[config.mk]
export PLATFORM = sky130hd
export DESIGN_NAME = uart_tx_serializer
export DESIGN_NICKNAME = d
export VERILOG_FILES = /design/src/rtl/uart_tx_serializer.sv
export SDC_FILE = /design/constraint.sdc
export NUM_CORES = 1
export LEC_CHECK = 0
export BUFFER_PORTS_ARGS = -buffer_cell sky130_fd_sc_hd__buf_2
export CAP_MARGIN = 20
export CORE_ASPECT_RATIO = 1.2
export CORE_MARGIN = 5
export CORE_UTILIZATION = 43
export CTS_BUF_LIST = sky130_fd_sc_hd__clkbuf_8
export DETAILED_ROUTE_END_ITERATION = 10
export GPL_TIMING_DRIVEN = 0
export PLACE_DENSITY_LB_ADDON = 0.2
export SYNTH_ARGS = -nofsm -noshare
export SYNTH_HDL_FRONTEND = slang
export SYNTH_SLANG_ARGS = --single-unit
export TNS_END_PERCENT = 100
[constraint.sdc]
create_clock -name clk_in -period 5.2 [get_ports clk_in]
set_input_delay 1.04 -clock clk_in [delete_from_list [all_inputs] [get_ports clk_in]]
set_output_delay 1.04 -clock clk_in [all_outputs]
set_load 0.02 [all_outputs]
[src/rtl/uart_tx_serializer.sv]
// UART transmitter: one byte per accepted request, sent LSB first as 8N1.
// Define UART_TX_PARITY_EN to insert an even-parity bit before the stop bit (8E1).
module uart_tx_serializer #(
  parameter int unsigned CLK_FREQ  = 25_000_000,
  parameter int unsigned BAUD      = 115200,
  parameter int unsigned DATA_BITS = 8
) (
  input  logic                 clk_in,
  input  logic                 n_rst,
  input  logic                 uart_tx_en_in,
  input  logic [DATA_BITS-1:0] uart_tx_data_in,
  output logic                 uart_tx_ready_out,
  output logic                 uart_tx_serial_out,
  output logic                 uart_tx_done_out
);

  localparam int unsigned CLKS_PER_BIT = CLK_FREQ / BAUD;
  localparam int unsigned CNT_W        = $clog2(CLKS_PER_BIT);
  localparam int unsigned IDX_W        = (DATA_BITS > 1) ? $clog2(DATA_BITS) : 1;

`ifdef UART_TX_PARITY_EN
  typedef enum logic [2:0] {
    IDLE   = 3'd0,
    START  = 3'd1,
    DATA   = 3'd2,
    PARITY = 3'd3,
    STOP   = 3'd4
  } state_t;
`else
  typedef enum logic [1:0] {
    IDLE  = 2'd0,
    START = 2'd1,
    DATA  = 2'd2,
    STOP  = 2'd3
  } state_t;
`endif

  state_t               r_state;
  logic [DATA_BITS-1:0] r_shift;
  logic [CNT_W-1:0]     r_bit_cnt;
  logic [IDX_W-1:0]     r_idx;
  logic                 r_serial;
  logic                 r_ready;
  logic                 r_done;
`ifdef UART_TX_PARITY_EN
  logic                 r_parity;
`endif

  logic w_bit_end;
  logic w_last_bit;

  // A bit period ends when the counter wraps; the line only moves then.
  assign w_bit_end  = (r_bit_cnt == CNT_W'(CLKS_PER_BIT - 1));
  assign w_last_bit = (r_idx == IDX_W'(DATA_BITS - 1));

  always_ff @(posedge clk_in or negedge n_rst) begin
    if (!n_rst) begin
      r_state   <= IDLE;
      r_shift   <= '0;
      r_bit_cnt <= '0;
      r_idx     <= '0;
      r_serial  <= 1'b1;
      r_ready   <= 1'b1;
      r_done    <= 1'b0;
`ifdef UART_TX_PARITY_EN
      r_parity  <= 1'b0;
`endif
    end else begin
      r_done <= 1'b0;
      case (r_state)
        IDLE: begin
          r_serial  <= 1'b1;
          r_ready   <= 1'b1;
          r_bit_cnt <= '0;
          r_idx     <= '0;
          // Start bit goes out on the accepting edge itself, no bubble.
          if (uart_tx_en_in) begin
            r_shift  <= uart_tx_data_in;
            r_state  <= START;
            r_serial <= 1'b0;
            r_ready  <= 1'b0;
`ifdef UART_TX_PARITY_EN
            r_parity <= ^uart_tx_data_in;
`endif
          end
        end

        START: begin
          if (w_bit_end) begin
            r_bit_cnt <= '0;
            r_idx     <= '0;
            r_serial  <= r_shift[0];
            r_shift   <= r_shift >> 1;
            r_state   <= DATA;
          end else begin
            r_bit_cnt <= r_bit_cnt + CNT_W'(1);
          end
        end

        DATA: begin
          if (w_bit_end) begin
            r_bit_cnt <= '0;
            if (w_last_bit) begin
`ifdef UART_TX_PARITY_EN
              r_serial <= r_parity;
              r_state  <= PARITY;
`else
              r_serial <= 1'b1;
              r_state  <= STOP;
`endif
            end else begin
              r_idx    <= r_idx + IDX_W'(1);
              r_serial <= r_shift[0];
              r_shift  <= r_shift >> 1;
            end
          end else begin
            r_bit_cnt <= r_bit_cnt + CNT_W'(1);
          end
        end

`ifdef UART_TX_PARITY_EN
        PARITY: begin
          if (w_bit_end) begin
            r_bit_cnt <= '0;
            r_serial  <= 1'b1;
            r_state   <= STOP;
          end else begin
            r_bit_cnt <= r_bit_cnt + CNT_W'(1);
          end
        end
`endif

        STOP: begin
          // Ready and done rise together so a new request can land next edge.
          if (w_bit_end) begin
            r_bit_cnt <= '0;
            r_state   <= IDLE;
            r_done    <= 1'b1;
            r_ready   <= 1'b1;
          end else begin
            r_bit_cnt <= r_bit_cnt + CNT_W'(1);
          end
        end

        default: begin
          r_state   <= IDLE;
          r_serial  <= 1'b1;
          r_ready   <= 1'b1;
          r_bit_cnt <= '0;
          r_idx     <= '0;
        end
      endcase
    end
  end

  assign uart_tx_ready_out  = r_ready;
  assign uart_tx_serial_out = r_serial;
  assign uart_tx_done_out   = r_done;

endmodule

======== After elaboration in Yosys (flattened, before gate mapping) ========
Index checks and enable logic that the tools add are counted.
cells by class
  $add $sub $neg .......................... 2
  reductions and logical operators ........ 9
  equal/unequal tests ..................... 11
  mux-type cells .......................... 26
operators by type and width
  operator               count
  $mux W8                5
  $pmux W8 S3            1
  $pmux W8 S2            1
  $ne A2 B2 Y1 const B   6
  $mux W2                5
  $reduce_and A5 Y1      2
  $mux W3                3
  $pmux W3 S3            1
  $add A8 B1 Y8 const B  1
  $eq A8 B8 Y1 const B   1
  $pmux W2 S4            1
  $mux W1                7
  $eq A2 B2 Y1 const B   2
  $reduce_and A4 Y1      1
  $add A3 B1 Y3 const B  1
  $eq A3 B3 Y1 const B   1
  $pmux W1 S3            1
  $reduce_and A3 Y1      1
  $reduce_bool A3 Y1     1
  $reduce_or A3 Y1       1
  $eq A2 B1 Y1 const B   1
  $logic_not A2 Y1       1
  $pmux W1 S2            1
  $reduce_and A2 Y1      1
  $reduce_bool A2 Y1     1
word-level totals
  output and inout port bits .............. 3
  register bits ........................... 24
  bits of input ports ..................... 11

======== Longest topological paths before layout ========
Gate-level depths: netlist of the first run.
  depth after elaboration ................. 4
  depth in mapped cells ................... 7
  depth with buffers taken out ............ 6

======== Least setup slack after synthesis of the first run ========
OpenSTA, ideal clock, no wires.
  path kind ............................... input to register
  start ................................... input port uart_tx_en_in
  end ..................................... register r_shift[0]
  cell stages on the path ................. 4
  buffers on the path ..................... 0
  required time ........................... 5075 ps
  data arrival time ....................... 1776 ps
  setup slack ............................. 3299 ps
  cells stage by stage .................... nor2b_1 a221oi_1 o21ai_2 mux2_2
on the way
  longest elaborated chain between the ends .. 2
RTL lines
  element                      line  source
  start, declared              10    input logic uart_tx_en_in,
  $ne A2 B2 Y1 (no line)       --
  $reduce_and A5 Y1 (no line)  --
  end signal, assigned         78    r_shift <= uart_tx_data_in;
  end signal, assigned         93    r_shift <= r_shift >> 1;
  end signal, assigned         114   r_shift <= r_shift >> 1;
  end, declared                39    logic [DATA_BITS-1:0] r_shift;
No other way between the ends.
A chain may end at the register's enable or synchronous reset.

======== Final worst setup path of the first run ========
  start ................................... register r_ready (netlist: uart_tx_ready_out)
  end ..................................... output port uart_tx_ready_out
RTL lines
  element                 line  source
  start, declared         43    logic r_ready;
  start signal, assigned  63    r_ready <= 1'b1;
  start signal, assigned  73    r_ready <= 1'b1;
  start signal, assigned  81    r_ready <= 1'b0;
  end, declared           12    output logic uart_tx_ready_out,
No word-level cell between the ends.

==> results.md, run 1 <==
* Reg2Reg Launch Point: r_state[1]
* Later-pin clock latency in the skew report at around 0.26 ns
* Die width at around 60 µm
* Wire length on met2 at around 980 µm
* Number of top-level pins at 14
* Buffers inserted by post-CTS timing repair at 0
* Count of final hold-check violations at 0
* Sum of routed wire length over all layers at a little over 2000 µm
* Final global-route overflow total at 0
* Nets@finish at roughly 150
* Average wire per standard cell at 12.66 µm
* Post-place instance area at 0.001396 mm²
* Number of antenna violations at the first check in global routing at 0
* Beginning of the worst hold path: r_bit_cnt[0]
* Met3 Routed Length at 82 µm
* First-pass GRT wire length at around 3600 µm
* Final routed DRC violation total at 0
* Critical Path Max Stage Delay at 0.55 ns
* Post-CTS Hold Buffers at 0
* Power density relative to cell area at around 580 mW/mm²
* Post-cts repair resize count at 0
* CP Launch Point: uart_tx_ready_out
* Top_reg_cell synth: sky130_fd_sc_hd__dfrtp_1
* Placed insts at between 150 and 200
* Fin. max-slew vios at 0
* Result of the run: finished clean
* Final critical delay including setup and external delays at ~2 ns
* Startpoint type of the worst setup path: flip-flop
* Number of buffer cells added on primary ports at 13
* TritonCTS clock tree: done
* Via-to-Cell Ratio at approximately 5
* YS warnings at 0
* Seq/Total Area, Yosys at between 40% and 50%
* Maximum fanout along the worst path at 3
* Share of the cycle needed by the critical path after routing at 38.61%
* Growth of design area from synthesis to finish at 12.62%
* Core Region at roughly 0.0028 mm²
* Slew margin rel. at 65.07%
* Cell area after technology mapping at around 0.0013 mm²
* Buffering stage count on the worst path with inverters included at 1
* Setup-failing EPs final at 0
* All-layer global routing usage at 11.13%
* Post-Layout Cell Count at 162
* Highest Signal Layer: met4
* Die Ht at 69.97 µm
* End of the worst register-to-register path: r_shift[3]
* Starting density of the core at between 40% and 50%
* CP Cell Sequence: buf_2
* Final weighted congestion of routability-driven global placement at between 0.8 and 0.9
* Distinct cells, synth at 33
* CTS Buf Count at 3
* Clock root buffer master: sky130_fd_sc_hd__clkbuf_8
* Pin count of the biggest net entering global routing at 25
* Slowest library cell on the worst path: sky130_fd_sc_hd__dfstp_2
* Family with the most delay on the worst path: flip-flops
* Worst min-delay path category: reg -> reg
* Post-Syn Instances at 111
* Total via count after detailed routing at 832
* Number of iterations in the first detailed-routing pass at 2
* Number of nets with antenna violations after detailed routing at 0
* # clock sinks at 24
* Level count of the clock H-tree at 1
* Number of flops mapped to enable cells by yosys at 0
* Final-layout worst hold slack at 0.4911 ns
* WHS Endpoint: r_bit_cnt[0]
* Slew of the pin with the lowest slew margin at around 0.52 ns
* Setup TNS Final at 0 ns
* Number of DRC markers in iteration 0 at 11
* Critical Path End Type: output port
* Clock slew at the register clock pins of the worst setup and hold paths at approximately 0.080 ns
* Maximum root-to-sink buffer count at 2
* Total chip power at approximately 850 µW
* Asr flop ratio synth at between 90% and 100%
* Diode count at 0
* Synthesized flop and latch total at 24
* Placed wire-length estimate at approximately 1500 µm
* Crit Path Category: reg -> out
* Worst ir drop on vdd at 278.0 µV
* Depth of the worst register-to-register path at 5
* M1 WL at around 950 µm
* WP data arrival at 0.97 ns
* F_max at 498.1 MHz
* Share of layout cells above drive strength 1 at about a third
* Worst reg-to-reg setup slack at 3.24 ns
* Non-Filler Cell Area, Final at ~0.0015 mm²
* Average footprint of a synthesized cell at 11.61 µm²
* Max-cap viol count at 0
* Site Rows at 21
* Required time of the critical path at about 4.2 ns
* Clock tree skew after final layout at about 0.0018 ns
* Unrepaired setup endpoints after global routing: false
* Post-synthesis net count at 131
* Hold Path Stages at 1
* Number of global-route vias before repair at between 800 and 900
* Area of the die at ~0.0042 mm²
* Static leakage power at roughly 0.70 nW
==> cell usage after synthesis, types with 2 or more instances <==
cell                      count  area share [%]
sky130_fd_sc_hd__dfrtp_1     22              43
sky130_fd_sc_hd__mux2_2      18              16
sky130_fd_sc_hd__nor2_1      13             3.8
sky130_fd_sc_hd__ha_1         9             8.7
sky130_fd_sc_hd__inv_1        7             2.0
sky130_fd_sc_hd__nand2_1      3            0.87
sky130_fd_sc_hd__nand3_1      3             1.2
sky130_fd_sc_hd__nor2b_1      3             1.5
sky130_fd_sc_hd__xnor2_1      3             2.0
sky130_fd_sc_hd__xor2_1       3             2.0
sky130_fd_sc_hd__a22o_1       2             1.4
sky130_fd_sc_hd__buf_2        2            0.78
sky130_fd_sc_hd__dfstp_2      2             4.1
sky130_fd_sc_hd__nor3_1       2            0.78
==> routing by layer <==
metal / global-route usage, % / vias up
met5: 0 / -
met4: 5.911 / 0
met3: 2.578 / 4
met2: 16.95 / 9
met1: 14.27 / 400
li1: - / 419
==> registers in the layout, summed over array words and instances (netlist names) <==
signal / count
r_state: 2
r_idx: 3
r_bit_cnt: 8
uart_tx_ready_out: 1
uart_tx_serial_out: 1
r_shift: 8
uart_tx_done_out: 1
==> power breakdown <==
part           total, mW  leakage (nW)  internal [mW]  switching (mW)
Combinational      0.416         0.370          0.218           0.198
Sequential         0.307         0.304          0.259          0.0475
Clock              0.124        0.0288         0.0675          0.0562
==> final cells by class <==
cell class | instances | area [µm²]
tap | 34 | 42.54
sequential | 24 | 603.1
timing repair buffer | 13 | 65.06
fill | 262 | 1386
multi-input combinational | 77 | 645.6
clock buffer | 4 | 55.05
inverter | 7 | 26.28
buffer | 3 | 13.76
==> placed cells by master, fill, tap and decap left out <==
cell                       synthesis  routed
sky130_fd_sc_hd__o221a_2           1       1
sky130_fd_sc_hd__ha_1              9       9
sky130_fd_sc_hd__a211oi_1          1       1
sky130_fd_sc_hd__a21oi_1           1       1
sky130_fd_sc_hd__nand4_1           1       1
sky130_fd_sc_hd__a31oi_1           1       1
sky130_fd_sc_hd__nand2b_1          1       1
sky130_fd_sc_hd__clkbuf_8          0       4
sky130_fd_sc_hd__mux2_2           18      18
sky130_fd_sc_hd__nor4_2            1       1
sky130_fd_sc_hd__mux2i_1           1       1
sky130_fd_sc_hd__dfrtp_1          22      22
sky130_fd_sc_hd__nand2_1           3       3
sky130_fd_sc_hd__xor2_1            3       3
sky130_fd_sc_hd__nor2b_1           3       3
sky130_fd_sc_hd__nor3_4            1       1
sky130_fd_sc_hd__inv_1             7       7
sky130_fd_sc_hd__o32a_1            1       1
sky130_fd_sc_hd__o21ai_2           1       1
sky130_fd_sc_hd__xnor2_1           3       3
sky130_fd_sc_hd__a221oi_1          1       1
sky130_fd_sc_hd__buf_2             2      15
sky130_fd_sc_hd__nand4b_2          1       1
sky130_fd_sc_hd__and3_1            1       1
sky130_fd_sc_hd__dfstp_2           2       2
sky130_fd_sc_hd__o21ai_0           1       1
sky130_fd_sc_hd__nand3_1           3       3
sky130_fd_sc_hd__clkbuf_1          1       1
sky130_fd_sc_hd__nor3_1            2       2
sky130_fd_sc_hd__nor2_1           13      13
sky130_fd_sc_hd__or2_2             1       1
sky130_fd_sc_hd__a311oi_1          1       1
sky130_fd_sc_hd__and2_1            1       1
sky130_fd_sc_hd__a22o_1            2       2
==> worst max path at each step <==
stage                   endpoint  slack, ns  depth (start not counted)
5_1_grt               r_shift[2]       3.08                          5
4_1_cts        uart_tx_ready_out       3.18                          1
6_report       uart_tx_ready_out       3.19                          1
3_3_place_gp          r_shift[2]       3.08                          5
2_1_floorplan         r_shift[0]       3.30                          4
3_5_place_dp          r_shift[7]       3.10                          5
==> metrics by stage <==
stage / worst slack (ns) / utilization (%)
after detailed placement: 3.098 / 49.21
after global routing: 3.080 / 51.15
final: 3.192 / 51.15
after global placement: 3.085 / 49.21
after floorplan: 3.299 / -
after CTS: 3.179 / 51.15
==> logic make-up (layout without fill, tap and decap cells) <==
logic type / Yosys count / in the layout / synth area share [%]
adder cells (fa/ha/maj): 9 / 9 / 8.738
multiplexers: 19 / 19 / 16.50
flip-flops: 24 / 24 / 46.80
AND/OR/NAND/NOR: 32 / 32 / 13.88
XOR/XNOR: 6 / 6 / 4.078
AO/OA/AOI/OAI: 11 / 11 / 6.894
buffers and inverters: 10 / 27 / 3.107
Note: power is estimated with default switching activity, not from simulation.
==> inputs of run 2 (changes only) <==
==> constraint.sdc (replaced) <==
create_clock -name clk_in -period 1.9 [get_ports clk_in]
set_input_delay 0.38 -clock clk_in [delete_from_list [all_inputs] [get_ports clk_in]]
set_output_delay 0.38 -clock clk_in [all_outputs]
set_load 0.02 [all_outputs]
==> results.md, run 2 (synthesis results as in run 1) <==
* Result of the run: finished clean
* Final critical delay including setup and external delays at 1.819 ns
* Placed insts at 158 (unchanged)
* Number of top-level pins at 14 (unchanged)
* Pin count of the biggest net entering global routing at 25 (unchanged)
* Number of iterations in the first detailed-routing pass at 4 (+2)
* Number of buffer cells added on primary ports at 13 (unchanged)
* Total chip power at 2.330 mW (+180%)
* Setup TNS Final at 0 ns (unchanged)
* Crit Path Category: reg -> reg
* Unrepaired setup endpoints after global routing: true
* Area of the die at 0.004196 mm² (unchanged)
* Number of antenna violations at the first check in global routing at 0 (unchanged)
* Sequential Area at 603.1 µm² (unchanged)
* Area of the multi-input gates at 663.1 µm² (+2.7%)
* Clock tree skew after final layout at 0.002283 ns (+0.0004420 ns)
* All-layer global routing usage at 11.02% (-0.11 points)
* Later-pin clock latency in the skew report at 0.26 ns (about the same)
* Post-CTS Hold Buffers at 0 (unchanged)
* Number of DRC markers in iteration 0 at 11 (unchanged)
* Reg2Reg Launch Point: r_state[0]
* TritonCTS clock tree: done
* Die width at 59.98 µm (unchanged)
* Max-cap viol count at 0 (unchanged)
* Final-layout worst hold slack at 0.08444 ns (-0.4067 ns)
* CTS Buf Count at 3 (unchanged)
* Diode count at 0 (unchanged)
* Placed wire-length estimate at 1544 µm (unchanged)
* Sum of routed wire length over all layers at 2016 µm (-1.7%)
* Fin. max-slew vios at 0 (unchanged)
* Maximum fanout along the worst path at 9 (+6)
* Clock slew at the register clock pins of the worst setup and hold paths at 0.08 ns (about the same)
* Starting density of the core at 45.41% (unchanged)
* Post-Layout Cell Count at 161 (-0.62%)
* Worst min-delay path category: in -> async
* Most frequent cells in the layout: 22 x sky130_fd_sc_hd__dfrtp_1, 18 x sky130_fd_sc_hd__mux2_2, 15 x sky130_fd_sc_hd__buf_2, 12 x sky130_fd_sc_hd__nor2_1, 9 x sky130_fd_sc_hd__ha_1
* Startpoint type of the worst setup path: flip-flop
* Share of the cycle needed by the critical path after routing at 95.74%
* Level count of the clock H-tree at 1 (unchanged)
* Growth of design area from synthesis to finish at 13.69%
* Critical Path End Type: flip-flop
* Placement-stage worst setup slack at -0.04480 ns (-3.142 ns)
* Via-to-Cell Ratio at 5.211 (+1.5%)
* Required time of the critical path at 2.05 ns (-2.11 ns)
* Site Rows at 21 (unchanged)
* Nets@finish at 148 (-0.67%)
* Slew of the pin with the lowest slew margin at 0.5214 ns (-0.002594 ns)
* Power density relative to cell area at 1590 mW/mm² (+170%)
* Most common library cell in the layout ignoring fill and taps: sky130_fd_sc_hd__dfrtp_1
* Final global-route overflow total at 0 (unchanged)
* WP data arrival at 1.97 ns (+1.00 ns)
* Clock root buffer master: sky130_fd_sc_hd__clkbuf_8
* Count of final hold-check violations at 0 (unchanged)
* Least setup slack across all paths after layout at 0.08086 ns (-3.112 ns)
* Total via count after detailed routing at 839 (+0.84%)
* F_max at around 550 MHz
* Depth of the worst register-to-register path at 6 (+1)
* Share of layout cells above drive strength 1 at 37.01% (+1.9 points)
* Static leakage power at 0.7070 nW (+0.57%)
* CP Launch Point: r_state[0]
* Worst reg-to-reg setup slack at 0.08 ns (-3.16 ns)
* Core Region at 0.002838 mm² (unchanged)
* Final routed DRC violation total at 0 (unchanged)
* Final weighted congestion of routability-driven global placement at 0.8173 (unchanged)
* # clock sinks at 24 (unchanged)
* Slew margin rel. at 65.24% (+0.17 points)
* Largest regs: r_bit_cnt x8, r_shift x8, r_idx x3
* Number of nets with antenna violations after detailed routing at 0 (unchanged)
* Buffers inserted by post-CTS timing repair at 0 (unchanged)
* Die Ht at 69.97 µm (unchanged)
* Average wire per standard cell at 12.52 µm (-1.1%)
* Setup-failing EPs final at 0 (unchanged)
* Fill cell instance count of the final layout at 259 (-1.1%)
* First-pass GRT wire length at 3560 µm (-1.1%)
* Maximum root-to-sink buffer count at 2 (unchanged)
* Worst ir drop on vdd at 710.6 µV (+160%)
* Number of global-route vias before repair at 809 (-0.49%)
run 2: per-stage QoR:
| stage | area, µm² | util (%) |
|---|---|---|
| after CTS | 1450 | 51.10 |
| final | 1465 | 51.63 |
| after global placement | 1396 | 49.21 |
| after global routing | 1465 | 51.63 |
| after floorplan | 1289 | - |
| after detailed placement | 1396 | 49.21 |
run 2: repair_timing:
item / CTS / global route
hold endpoints to repair: 0 / 0
gates resized for setup: 1 / 2
gates cloned: 0 / 0
pin swaps: 0 / 0
endpoints found under the setup margin: 8 / 9
run 2: path summary, 6_finish.rpt:
path / to
worst max-delay path: r_shift[3]
worst min-delay path: r_shift[7]
worst max register to register: r_shift[3]
worst min register to register: r_bit_cnt[0]
max in group asynchronous: uart_tx_ready_out
min in group clk_in: r_shift[6]
run 2: power breakdown:
| part | internal [mW] | total [mW] | leakage (nW) | switching, mW |
|---|---|---|---|---|
| logic | 0.605 | 1.15 | 0.374 | 0.545 |
| clock network | 0.185 | 0.339 | 0.0288 | 0.154 |
| registers | 0.709 | 0.842 | 0.304 | 0.132 |
| total | 1.50 | 2.33 | 0.707 | 0.831 |
run 2: cell type report:
type | count | area share (%)
multi-input combinational | 77 | 45.26
sequential | 24 | 41.16
timing repair buffer | 13 | 4.441
clock buffer | 4 | 3.757
tap | 34 | 2.903
inverter | 7 | 1.793
buffer | 2 | 0.6832
run 2: layer usage:
metal	vias to the layer above	GRT usage, %	part of all wire, %
met5	-	0	0
met1	405	14.04	45
met3	4	2.578	4.3
met4	0	5.911	2.0
li1	419	-	-
met2	11	16.83	48
run 2: worst max-delay path: stages (launching register included):
cell,delay (ns)
sky130_fd_sc_hd__dfrtp_1,0.42
sky130_fd_sc_hd__inv_1,0.11
sky130_fd_sc_hd__ha_1,0.14
sky130_fd_sc_hd__buf_2,0.20
sky130_fd_sc_hd__nor2_2,0.08
sky130_fd_sc_hd__o21ai_2,0.37
sky130_fd_sc_hd__mux2_2,0.39
==> inputs of run 3 (changes only) <==
--- a/config.mk
+++ b/config.mk
@@ -9,7 +9,7 @@
 export CAP_MARGIN = 20
 export CORE_ASPECT_RATIO = 1.2
 export CORE_MARGIN = 5
-export CORE_UTILIZATION = 43
+export CORE_UTILIZATION = 60
 export CTS_BUF_LIST = sky130_fd_sc_hd__clkbuf_8
 export DETAILED_ROUTE_END_ITERATION = 10
 export GPL_TIMING_DRIVEN = 0
==> results.md, run 3 (synthesis results as in run 1) <==
* Result of the run: finished clean
* CP Launch Point: r_bit_cnt[0]
* Worst min-delay path category: in -> async
* Core Region at 0.002049 mm² (-28%)
* Via-to-Cell Ratio at 5.551 (+6.5%)
* WP data arrival at 2.01 ns (+0.04 ns)
* Clock root buffer master: sky130_fd_sc_hd__clkbuf_8
* Number of nets with antenna violations after detailed routing at 0 (unchanged)
* End of the worst register-to-register path: r_state[1]
* CTS Buf Count at 3 (unchanged)
* Most frequent cells in the layout: 22 x sky130_fd_sc_hd__dfrtp_1, 18 x sky130_fd_sc_hd__mux2_2, 14 x sky130_fd_sc_hd__buf_2, 12 x sky130_fd_sc_hd__nor2_1
* Starting density of the core at 62.88% (+17 points)
* Worst reg-to-reg setup slack at 0.04 ns (-0.04 ns)
* # clock sinks at 24 (unchanged)
* Proportion of total power due to net switching at 38.38% (+2.7 points)
* Site Rows at 18 (-14%)
* Later-pin clock latency in the skew report at 0.27 ns (about the same)
* Level count of the clock H-tree at 1 (unchanged)
* Nets@finish at 150 (+1.4%)
* TritonCTS clock tree: done
* Final weighted congestion of routability-driven global placement at 0.8180 (about the same)
* Total via count after detailed routing at 877 (+4.5%)
* Area of the multi-input gates at 715.7 µm² (+7.9%)
* Clock slew at the register clock pins of the worst setup and hold paths at 0.08 ns (about the same)
* Cell-internal power at 1.539 mW (+2.7%)
* Total net switching power at 958.6 µW (+15%)
* Area of the die at 0.003179 mm² (-24%)
* Post-CTS Hold Buffers at 0 (unchanged)
* Number of global-route vias before repair at 888 (+9.8%)
* Placed insts at 154 (-2.5%)
* Final global-route overflow total at 0 (unchanged)
* Slew of the pin with the lowest slew margin at 0.5108 ns (-0.01063 ns)
* Crit Path Category: reg -> reg
* Maximum root-to-sink buffer count at 2 (unchanged)
* Number of iterations in the first detailed-routing pass at 4 (unchanged)
* Diode count at 0 (unchanged)
* Static leakage power at 0.7133 nW (+0.88%)
* Most common library cell in the layout ignoring fill and taps: sky130_fd_sc_hd__dfrtp_1
* Slew margin rel. at 65.95% (+0.71 points)
* Non-Filler Cell Area, Final at 0.001516 mm² (+3.5%)
* Power density relative to cell area at 1647 mW/mm² (+3.6%)
* Sequential Area at 603.1 µm² (unchanged)
* Setup TNS Final at 0 ns (unchanged)
* Fill cell instance count of the final layout at 142 (-45%)
* Pin count of the biggest net entering global routing at 25 (unchanged)
* Clock tree skew after final layout at 0.006191 ns (+0.003909 ns)
* All-layer global routing usage at 16.97% (+5.9 points)
* Worst ir drop on vdd at 1184 µV (+67%)
* Final routed DRC violation total at 0 (unchanged)
* Die width at 52.31 µm (-13%)
* Final critical delay including setup and external delays at 1.857 ns (+0.03745 ns)
* Number of top-level pins at 14 (unchanged)
* Clock network fraction of design power at 11.9% (-2.6 points)
* F_max at 538.6 MHz (-2.0%)
* Share of layout cells above drive strength 1 at 42.19% (+5.2 points)
* Number of DRC markers in iteration 0 at 14 (+3)
* Reg2Reg Launch Point: r_bit_cnt[0]
* First-pass GRT wire length at 3850 µm (+8.1%)
* Sum of routed wire length over all layers at 2378 µm (+18%)
* Combinational cell fraction of total power at 54.0% (+4.7 points)
* Required time of the critical path at 2.06 ns (about the same)
* Die Ht at 60.77 µm (-13%)
* Critical Path End Type: flip-flop
* Post-place instance area at 0.001391 mm² (-0.36%)
* Share of the cycle needed by the critical path after routing at 97.72% (+2.0 points)
* Part of the total power dissipated in sequential elements at 34.0% (-2.1 points)
* Growth of design area from synthesis to finish at 17.67%
* Startpoint type of the worst setup path: flip-flop
* Post-Layout Cell Count at 158 (-1.9%)
* Utilization of the core after routing at 73.99% (+22 points)
* Max-cap viol count at 0 (unchanged)
* Largest regs: r_bit_cnt x8, r_shift x8, r_idx x3
* Average wire per standard cell at 15.05 µm (+20%)
* Number of buffer cells added on primary ports at 13 (unchanged)
* Count of final hold-check violations at 0 (unchanged)
* Placed wire-length estimate at 1585 µm (+2.7%)
* Fin. max-slew vios at 0 (unchanged)
* Maximum fanout along the worst path at 7 (-2)
* Total chip power at 2.497 mW (+7.2%)
* Depth of the worst register-to-register path at 6 (unchanged)
* Setup-failing EPs final at 0 (unchanged)
* Number of antenna violations at the first check in global routing at 0 (unchanged)
-- run 3: how the worst max path moves through the flow --
stage | endpoint | slack (ns) | depth (start not counted)
4_1_cts | r_shift[4] | 0.03 | 6
3_5_place_dp | r_shift[4] | -0.08 | 7
5_1_grt | r_state[1] | -0.05 | 6
3_3_place_gp | r_shift[4] | -0.01 | 5
6_report | r_state[1] | 0.04 | 6
2_1_floorplan | r_shift[0] | 0.13 | 5
-- run 3: cell type report --
type                            instances  share of cell area, %
Buffer                                  2                 0.8251
Clock buffer                            3                  2.723
Inverter                                7                  1.733
Multi-Input combinational cell         77                  47.19
Sequential cell                        24                  39.77
Tap cell                               30                  2.475
Timing Repair Buffer                   15                  5.281
-- run 3: power by group through the flow --
stage	sequential, mW	combinational (mW)	clock (mW)
2_1_floorplan	0.849	0.927	0
3_3_place_gp	0.837	1.12	0
3_5_place_dp	0.851	1.18	0
4_1_cts	0.841	1.23	0.300
5_1_grt	0.875	1.48	0.336
6_report	0.850	1.35	0.298
-- run 3: routing by layer --
layer / up-vias / GRT usage [%] / routed length (µm) / part of all wire [%]
li1: 418 / - / - / -
met1: 435 / 19.09 / 969 / 41
met2: 17 / 28.55 / 1251 / 53
met3: 7 / 4.177 / 81 / 3.4
met4: 0 / 10.95 / 75 / 3.2
met5: - / 0 / 0 / 0
-- run 3: critical path: stages (launching register included) --
cell                      delay, ns
sky130_fd_sc_hd__dfrtp_1       0.43
sky130_fd_sc_hd__inv_1         0.07
sky130_fd_sc_hd__ha_1          0.14
sky130_fd_sc_hd__nand2_1       0.13
sky130_fd_sc_hd__nor3_4        0.39
sky130_fd_sc_hd__o221a_4       0.25
sky130_fd_sc_hd__mux2_2        0.32
-- run 3: stage by stage --
| stage | setup slack [ns] | hold WS [ns] |
|---|---|---|
| 2_1_floorplan | 0.1344 | 0.08441 |
| 3_3_place_gp | -0.01160 | 0.3834 |
| 3_5_place_dp | -0.07818 | 0.3793 |
| 4_1_cts | 0.02888 | 0.08772 |
| 5_1_grt | -0.04609 | 0.1064 |
| 6_report | 0.04341 | 0.06726 |
-- run 3: repair_timing --
item | CTS | global route
gates resized for setup | 4 | 10
endpoints found under the setup margin | 8 | 11
gates cloned | 0 | 0
buffers inserted | 0 | 2
pin swaps | 1 | 4
